--- config.mk ---
export PLATFORM = sky130hd
export DESIGN_NAME = bcd_conv_scheduler
export DESIGN_NICKNAME = d
export VERILOG_FILES = /design/src/rtl/bcd_conv_pkg.sv /design/src/rtl/dd_engine.sv /design/src/rtl/bcd_conv_scheduler.sv
export SDC_FILE = /design/constraint.sdc
export NUM_CORES = 1
export LEC_CHECK = 0
export BUFFER_PORTS_ARGS = -buffer_cell sky130_fd_sc_hd__buf_4
export CAP_MARGIN = 20
export CORE_ASPECT_RATIO = 0.9
export CORE_MARGIN = 4
export CORE_UTILIZATION = 56
export DETAILED_ROUTE_END_ITERATION = 8
export GPL_TIMING_DRIVEN = 0
export PLACE_DENSITY = 0.78
export SKIP_CTS_REPAIR_TIMING = 1
export SYNTH_ARGS = -nofsm -noshare
export SYNTH_HDL_FRONTEND = slang
export SYNTH_HIERARCHICAL = 1
export SYNTH_SLANG_ARGS = --single-unit
--- constraint.sdc ---
create_clock -name clk -period 3.5 [get_ports clk]
set_input_delay 0.35 -clock clk [delete_from_list [all_inputs] [get_ports clk]]
set_output_delay 0.35 -clock clk [all_outputs]
set_load 0.01 [all_outputs]
--- src/rtl/bcd_conv_pkg.sv ---
// rtl/bcd_conv_pkg.sv - shared types and helpers for the time-shared BCD conversion scheduler
package bcd_conv_pkg;

    localparam int N_FIELDS = 6;

    typedef enum logic [2:0] {
        F_SS,
        F_MM,
        F_HH,
        F_DD,
        F_MO,
        F_YYYY
    } field_e;

    typedef enum logic [2:0] {
        S_IDLE,
        S_LOAD,
        S_SHIFT,
        S_STORE,
        S_COMMIT
    } state_e;

    function automatic logic [3:0] add3_nibble(input logic [3:0] n);
        return (n >= 4'd5) ? n + 4'd3 : n;
    endfunction

endpackage

--- src/rtl/dd_engine.sv ---
// rtl/dd_engine.sv - iterative double-dabble datapath, one shift per enabled cycle, four BCD digits
module dd_engine
    import bcd_conv_pkg::*;
#(
    parameter int ENG_W = 16
) (
    input  logic             clk,
    input  logic             load,
    input  logic             shift_en,
    input  logic [ENG_W-1:0] bin_in,
    output logic [15:0]      bcd_out
);

    logic [16+ENG_W-1:0] eng_q;
    logic [16+ENG_W-1:0] eng_adj;

    always_comb begin
        eng_adj = eng_q;
        for (int i = 0; i < 4; i++) begin
            eng_adj[ENG_W+4*i +: 4] = add3_nibble(eng_q[ENG_W+4*i +: 4]);
        end
    end

    // No reset: every conversion starts with a load that fully initialises the register.
    always_ff @(posedge clk) begin
        if (load) begin
            eng_q <= {16'h0000, bin_in};
        end else if (shift_en) begin
            eng_q <= eng_adj << 1;
        end
    end

    assign bcd_out = eng_q[ENG_W +: 16];

endmodule

--- src/rtl/bcd_conv_scheduler.sv ---
// rtl/bcd_conv_scheduler.sv - snapshots six time fields, converts them serially, commits all BCD outputs at once
// Optional: define BCD_SKIP_UNCHANGED_EN to skip fields whose value matches the last one converted.
module bcd_conv_scheduler
    import bcd_conv_pkg::*;
#(
    parameter int ENG_W  = 16,
    parameter int YEAR_W = 12
) (
    input  logic              clk,
    input  logic              rst,
    input  logic              conv_req,
    input  logic [5:0]        sec_bin,
    input  logic [5:0]        min_bin,
    input  logic [4:0]        hour_bin,
    input  logic [4:0]        day_bin,
    input  logic [3:0]        month_bin,
    input  logic [YEAR_W-1:0] year_bin,
    output logic [7:0]        bcd_ss,
    output logic [7:0]        bcd_mm,
    output logic [7:0]        bcd_hh,
    output logic [7:0]        bcd_dd,
    output logic [7:0]        bcd_mo,
    output logic [15:0]       bcd_yyyy,
    output logic              busy,
    output logic              done
);

    localparam int CNT_W = $clog2(ENG_W);

    state_e            state_q, state_d;
    field_e            field_q, field_d;
    logic [CNT_W-1:0]  cnt_q, cnt_d;
    logic              pending_q, pending_d;
    logic              done_q;
    logic              snap_en, eng_load, eng_shift, store_en, commit_en;
    logic              last_field;
    logic [ENG_W-1:0]  snap_q [N_FIELDS];
    logic [7:0]        sh_ss, sh_mm, sh_hh, sh_dd, sh_mo;
    logic [15:0]       sh_yyyy;
    logic [15:0]       eng_bcd;

`ifdef BCD_SKIP_UNCHANGED_EN
    logic [ENG_W-1:0]    last_q [N_FIELDS];
    logic [N_FIELDS-1:0] valid_q;
    logic                skip_hit;

    assign skip_hit = valid_q[field_q] && (last_q[field_q] == snap_q[field_q]);
`endif

    assign last_field = (field_q == F_YYYY);

    always_comb begin
        state_d   = state_q;
        field_d   = field_q;
        cnt_d     = cnt_q;
        pending_d = pending_q | (conv_req && (state_q != S_IDLE));
        snap_en   = 1'b0;
        eng_load  = 1'b0;
        eng_shift = 1'b0;
        store_en  = 1'b0;
        commit_en = 1'b0;
        case (state_q)
            S_IDLE: begin
                if (conv_req) begin
                    snap_en = 1'b1;
                    field_d = F_SS;
                    state_d = S_LOAD;
                end
            end
            S_LOAD: begin
`ifdef BCD_SKIP_UNCHANGED_EN
                if (skip_hit) begin
                    if (last_field) begin
                        state_d = S_COMMIT;
                    end else begin
                        field_d = field_e'(field_q + 3'd1);
                    end
                end else begin
                    eng_load = 1'b1;
                    cnt_d    = '0;
                    state_d  = S_SHIFT;
                end
`else
                eng_load = 1'b1;
                cnt_d    = '0;
                state_d  = S_SHIFT;
`endif
            end
            S_SHIFT: begin
                eng_shift = 1'b1;
                cnt_d     = cnt_q + CNT_W'(1);
                if (cnt_q == CNT_W'(ENG_W-1)) begin
                    state_d = S_STORE;
                end
            end
            S_STORE: begin
                store_en = 1'b1;
                if (last_field) begin
                    state_d = S_COMMIT;
                end else begin
                    field_d = field_e'(field_q + 3'd1);
                    state_d = S_LOAD;
                end
            end
            S_COMMIT: begin
                // A request seen in this very cycle restarts exactly like a held pending flag.
                commit_en = 1'b1;
                pending_d = 1'b0;
                if (pending_q || conv_req) begin
                    snap_en = 1'b1;
                    field_d = F_SS;
                    state_d = S_LOAD;
                end else begin
                    state_d = S_IDLE;
                end
            end
            default: state_d = S_IDLE;
        endcase
    end

    always_ff @(posedge clk) begin
        if (snap_en) begin
            snap_q[F_SS]   <= ENG_W'(sec_bin);
            snap_q[F_MM]   <= ENG_W'(min_bin);
            snap_q[F_HH]   <= ENG_W'(hour_bin);
            snap_q[F_DD]   <= ENG_W'(day_bin);
            snap_q[F_MO]   <= ENG_W'(month_bin);
            snap_q[F_YYYY] <= ENG_W'(year_bin);
        end
    end

    always_ff @(posedge clk) begin
        if (rst) begin
            state_q   <= S_IDLE;
            field_q   <= F_SS;
            cnt_q     <= '0;
            pending_q <= 1'b0;
            done_q    <= 1'b0;
            {sh_ss, sh_mm, sh_hh, sh_dd, sh_mo, sh_yyyy} <= '0;
            {bcd_ss, bcd_mm, bcd_hh, bcd_dd, bcd_mo, bcd_yyyy} <= '0;
        end else begin
            state_q   <= state_d;
            field_q   <= field_d;
            cnt_q     <= cnt_d;
            pending_q <= pending_d;
            done_q    <= commit_en;
            if (store_en) begin
                case (field_q)
                    F_SS:    sh_ss   <= eng_bcd[7:0];
                    F_MM:    sh_mm   <= eng_bcd[7:0];
                    F_HH:    sh_hh   <= eng_bcd[7:0];
                    F_DD:    sh_dd   <= eng_bcd[7:0];
                    F_MO:    sh_mo   <= eng_bcd[7:0];
                    F_YYYY:  sh_yyyy <= eng_bcd;
                    default: ;
                endcase
            end
            if (commit_en) begin
                bcd_ss   <= sh_ss;
                bcd_mm   <= sh_mm;
                bcd_hh   <= sh_hh;
                bcd_dd   <= sh_dd;
                bcd_mo   <= sh_mo;
                bcd_yyyy <= sh_yyyy;
            end
        end
    end

`ifdef BCD_SKIP_UNCHANGED_EN
    always_ff @(posedge clk) begin
        if (rst) begin
            valid_q <= '0;
        end else if (store_en) begin
            last_q[field_q]  <= snap_q[field_q];
            valid_q[field_q] <= 1'b1;
        end
    end
`endif

    dd_engine #(.ENG_W(ENG_W)) u_engine (
        .clk      (clk),
        .load     (eng_load),
        .shift_en (eng_shift),
        .bin_in   (snap_q[field_q]),
        .bcd_out  (eng_bcd)
    );

    assign busy = (state_q != S_IDLE) || done_q;
    assign done = done_q;

endmodule

==> impl_metrics.env <==
export IMPL_outcome="finished clean"
export IMPL_power_leakage_nw=3.477
export IMPL_start_util=0.5729
export IMPL_grt_max_degree=39
export IMPL_power_density_nw_per_um2=639.4
export IMPL_finalClockSkew_ps=7.865
export IMPL_synth_top_cell_area_share=0.3726
export IMPL_critical_path_max_stage_delay_ps=480
export IMPL_finalWirelength_um=17410
export IMPL_synthArstFlopShare=0
export IMPL_fmaxAchievable_mhz=419.8
export IMPL_clk_root_buffer_cell="sky130_fd_sc_hd__clkbuf_16"
export IMPL_whs_ps=92.86
export IMPL_clockBufferDepth=2
export IMPL_grt_antenna_before_repair=0
export IMPL_routed_wire_length_per_instance_um=17.36
export IMPL_ys_flop_type="sky130_fd_sc_hd__dfxtp_1"
export IMPL_dp_worst_slack_ps=1135
export IMPL_relative_slew_slack=0.5530
export IMPL_met1Wirelength_um=7567
export IMPL_postLayoutSetupSlackWorst_ps=1118
export IMPL_r2r_slack_ps=1120
export IMPL_timing_critical_path_mode_cell="sky130_fd_sc_hd__buf_2"
export IMPL_wl_met2_um=8146
export IMPL_std_cell_rows=40
export IMPL_finalHoldViolations=0
export IMPL_grt_usage=0.2246
export IMPL_first_pass_grt_wire_length_um=28590
export IMPL_routed_via_density=5.943
export IMPL_synthesis_yosys_warnings=6
export IMPL_finalMaxSlewViolations=0
export IMPL_globalRouteOverflowTotal=0
export IMPL_place_hpwl_um=12030
export IMPL_buffer_ports_inserted=97
export IMPL_clk_transition_reported_paths_ps=70
export IMPL_insertedDiodeCount=0
export IMPL_io_pin_count=99
export IMPL_htreeDepth=4
export IMPL_timing_critical_path_required_ps=3590
export IMPL_vias=5961
export IMPL_die_area_um2=15660
export IMPL_crit_path_max_fanout=16
export IMPL_fin_nets=877
export IMPL_final_core_util=0.6868
export IMPL_synth_edff_count=54
export IMPL_holdCritStartpoint="year_bin[0]"
export IMPL_avgSynthCellArea_um2=10.95
export IMPL_clk_latency_ps=430
export IMPL_startpoint_type="register"
export IMPL_cts_tree="done"
export IMPL_die_width_um=131.5
export IMPL_max_vdd_ir_drop_uv=452.0
export IMPL_core_region_area_um2=13410
export IMPL_cts_sinks=197
export IMPL_yosysTopAreaCell="sky130_fd_sc_hd__dfxtp_1"
export IMPL_critPathLaunch="state_q[1]$_SDFFE_PP0P_"
export IMPL_dr_max_layer_used="met4"
export IMPL_synthCells=702
export IMPL_cells_taking_the_most_area_after_synthesis="sky130_fd_sc_hd__dfxtp_1 37%, sky130_fd_sc_hd__edfxtp_1 21%, sky130_fd_sc_hd__a22o_1 6.4%"
export IMPL_seq_area_frac_synth=0.5836
export IMPL_period_needed_ps=2382
export IMPL_met3_routed_wl_um=1262
export IMPL_sequence_of_cells_on_the_critical_path="buf_2 -> or3b_2 -> inv_1 -> buf_2 -> buf_2 -> or2_2"
export IMPL_rsz0062_at_grt="no"
export IMPL_final_total_power_mw=5.891
export IMPL_critPathKind="register to register"
export IMPL_drive_above_1_share=0.2335
export IMPL_drtAntennaViolNets=0
export IMPL_setup_viol=0
export IMPL_timing_critical_path_slowest_stage_cell="sky130_fd_sc_hd__or3b_2"
export IMPL_timing_final_crit_share=0.6807
export IMPL_die_h_um=119.1
export IMPL_synth_cell_types=58
export IMPL_synthToLayoutAreaGrowth_pct=19.90
export IMPL_worstReg2RegStart="state_q[1]$_SDFFE_PP0P_"
export IMPL_post_route_drc_count=0
export IMPL_first_iter_violations=569
export IMPL_worstSetupEndpointType="register"
export IMPL_worstPathArrival_ps=2470
export IMPL_drv_max_cap_violation_count=0
export IMPL_netlist_area_um2=7684
export IMPL_hold_path_class="primary input to register"
export IMPL_globalplace_congestion=0.8441
export IMPL_number_of_clock_buffers_inserted_by_tritoncts=17
export IMPL_grt_pass1_vias=5819
export IMPL_detailed_routing_iteration_count_for_the_pre_antenna_repair_pass=5
export IMPL_worst_slew_pin_slew_ps=669.6
export IMPL_ys_ff_latch=197
cell usage after synthesis (3+ instances only):
master / number
sky130_fd_sc_hd__a21bo_2: 3
sky130_fd_sc_hd__a21oi_1: 80
sky130_fd_sc_hd__a22o_1: 56
sky130_fd_sc_hd__a311oi_2: 3
sky130_fd_sc_hd__and2_1: 4
sky130_fd_sc_hd__and3_1: 6
sky130_fd_sc_hd__buf_2: 24
sky130_fd_sc_hd__buf_4: 3
sky130_fd_sc_hd__buf_6: 3
sky130_fd_sc_hd__clkbuf_1: 27
sky130_fd_sc_hd__dfxtp_1: 143
sky130_fd_sc_hd__edfxtp_1: 54
sky130_fd_sc_hd__ha_1: 14
sky130_fd_sc_hd__inv_1: 23
sky130_fd_sc_hd__mux2_2: 15
sky130_fd_sc_hd__mux2i_1: 5
sky130_fd_sc_hd__mux4_2: 5
sky130_fd_sc_hd__nand2_1: 28
sky130_fd_sc_hd__nand2b_1: 3
sky130_fd_sc_hd__nand3_1: 57
sky130_fd_sc_hd__nand4_1: 4
sky130_fd_sc_hd__nand4b_1: 3
sky130_fd_sc_hd__nor2_1: 13
sky130_fd_sc_hd__nor2b_1: 3
sky130_fd_sc_hd__nor3_1: 5
sky130_fd_sc_hd__o21ai_0: 60
sky130_fd_sc_hd__o21ai_1: 4
sky130_fd_sc_hd__o21ai_2: 4
sky130_fd_sc_hd__o22a_1: 3
sky130_fd_sc_hd__o22ai_1: 3
sky130_fd_sc_hd__o32ai_1: 3
sky130_fd_sc_hd__or3_1: 5
placed cells by master, fill, tap and decap left out, types with 4 or more instances in the layout:
cell type / instances
sky130_fd_sc_hd__buf_2: 24
sky130_fd_sc_hd__o21ai_2: 4
sky130_fd_sc_hd__nor3_1: 5
sky130_fd_sc_hd__and2_1: 4
sky130_fd_sc_hd__buf_4: 100
sky130_fd_sc_hd__edfxtp_1: 54
sky130_fd_sc_hd__a21oi_1: 80
sky130_fd_sc_hd__ha_1: 14
sky130_fd_sc_hd__a22o_1: 56
sky130_fd_sc_hd__clkbuf_16: 17
sky130_fd_sc_hd__clkinv_2: 4
sky130_fd_sc_hd__nand2_1: 28
sky130_fd_sc_hd__mux2i_1: 5
sky130_fd_sc_hd__or3_1: 5
sky130_fd_sc_hd__o21ai_0: 60
sky130_fd_sc_hd__conb_1: 4
sky130_fd_sc_hd__and3_1: 6
sky130_fd_sc_hd__inv_1: 23
sky130_fd_sc_hd__clkbuf_1: 27
sky130_fd_sc_hd__nor2_1: 12
sky130_fd_sc_hd__inv_6: 4
sky130_fd_sc_hd__mux4_2: 5
sky130_fd_sc_hd__nand3_1: 57
sky130_fd_sc_hd__o21ai_1: 4
sky130_fd_sc_hd__dfxtp_1: 143
sky130_fd_sc_hd__nand4_1: 4
sky130_fd_sc_hd__mux2_2: 15
cells by family after synthesis:
family          count (synthesis)  share of synthesized area
compound gates                234                     0.1970
flops                         197                     0.5836
simple gates                  148                     0.1034
buf+inv                        82                    0.04836
mux                            25                    0.04315
fa+ha+maj                      14                    0.02280
other cells                     1                  0.0004881
xor+xnor                        1                   0.001140
worst max-delay path, delay by kind of cell, from the launching register on:
| family | cells | cell delay, ps |
|---|---|---|
| DFF | 1 | 360 |
| and+or+nand+nor | 2 | 880 |
| buffers and inverters | 4 | 790 |
registers in the layout, summed over array words and instances, names as in the netlist, 16 cells and up, named ones only:
| name | flops |
|---|---|
| bcd_yyyy | 16 |
| sh_yyyy | 16 |
| snap_q | 38 |
| u_engine/eng_q | 32 |
layout make-up:
| type | instances | area [um^2] |
|---|---|---|
| well taps | 168 | 210.2 |
| plain buffers | 59 | 285.3 |
| flip-flops and latches | 197 | 4484 |
| multi-input cells | 426 | 2846 |
| clock inverters | 13 | 98.84 |
| inverters | 23 | 86.33 |
| repair buffers | 98 | 748.2 |
| clock buffers | 19 | 452.9 |
| fillers | 1006 | 4200 |
worst paths after layout:
kind / endpoint / cells after the start
worst max-delay path: u_engine/eng_q[11]$_DFFE_PP_ / 6
worst min-delay path: snap_q[5][0]$_DFFE_PP_ / 1
worst max register to register: u_engine/eng_q[11]$_DFFE_PP_ / 6
worst min register to register: bcd_yyyy[8]$_SDFFE_PP0P_ / 1
routing by layer:
| metal | track usage | vias to the layer above |
|---|---|---|
| met1 | 0.2872 | 2857 |
| li1 | - | 2850 |
| met4 | 0.09646 | 0 |
| met2 | 0.3608 | 215 |
| met3 | 0.06166 | 39 |
| met5 | 0 | - |
where the power goes:
| part | internal, mW | leakage [nW] | switching, mW |
|---|---|---|---|
| registers | 2.67 | 1.67 | 0.302 |
| clock network | 0.957 | 0.272 | 0.853 |
| logic | 0.466 | 1.54 | 0.640 |
| total | 4.10 | 3.48 | 1.79 |
metrics by stage:
step / setup TNS [ps] / instance area [um^2] / std cells
global route: 0 / 9213 / 1003
CTS: 0 / 9213 / 1003
floorplan: 0 / 7695 / 705
detailed placement: 0 / 8661 / 971
global placement: -132.4 / 8633 / 970
finish: 0 / 9213 / 1003
(Power assumes the default switching activity.)
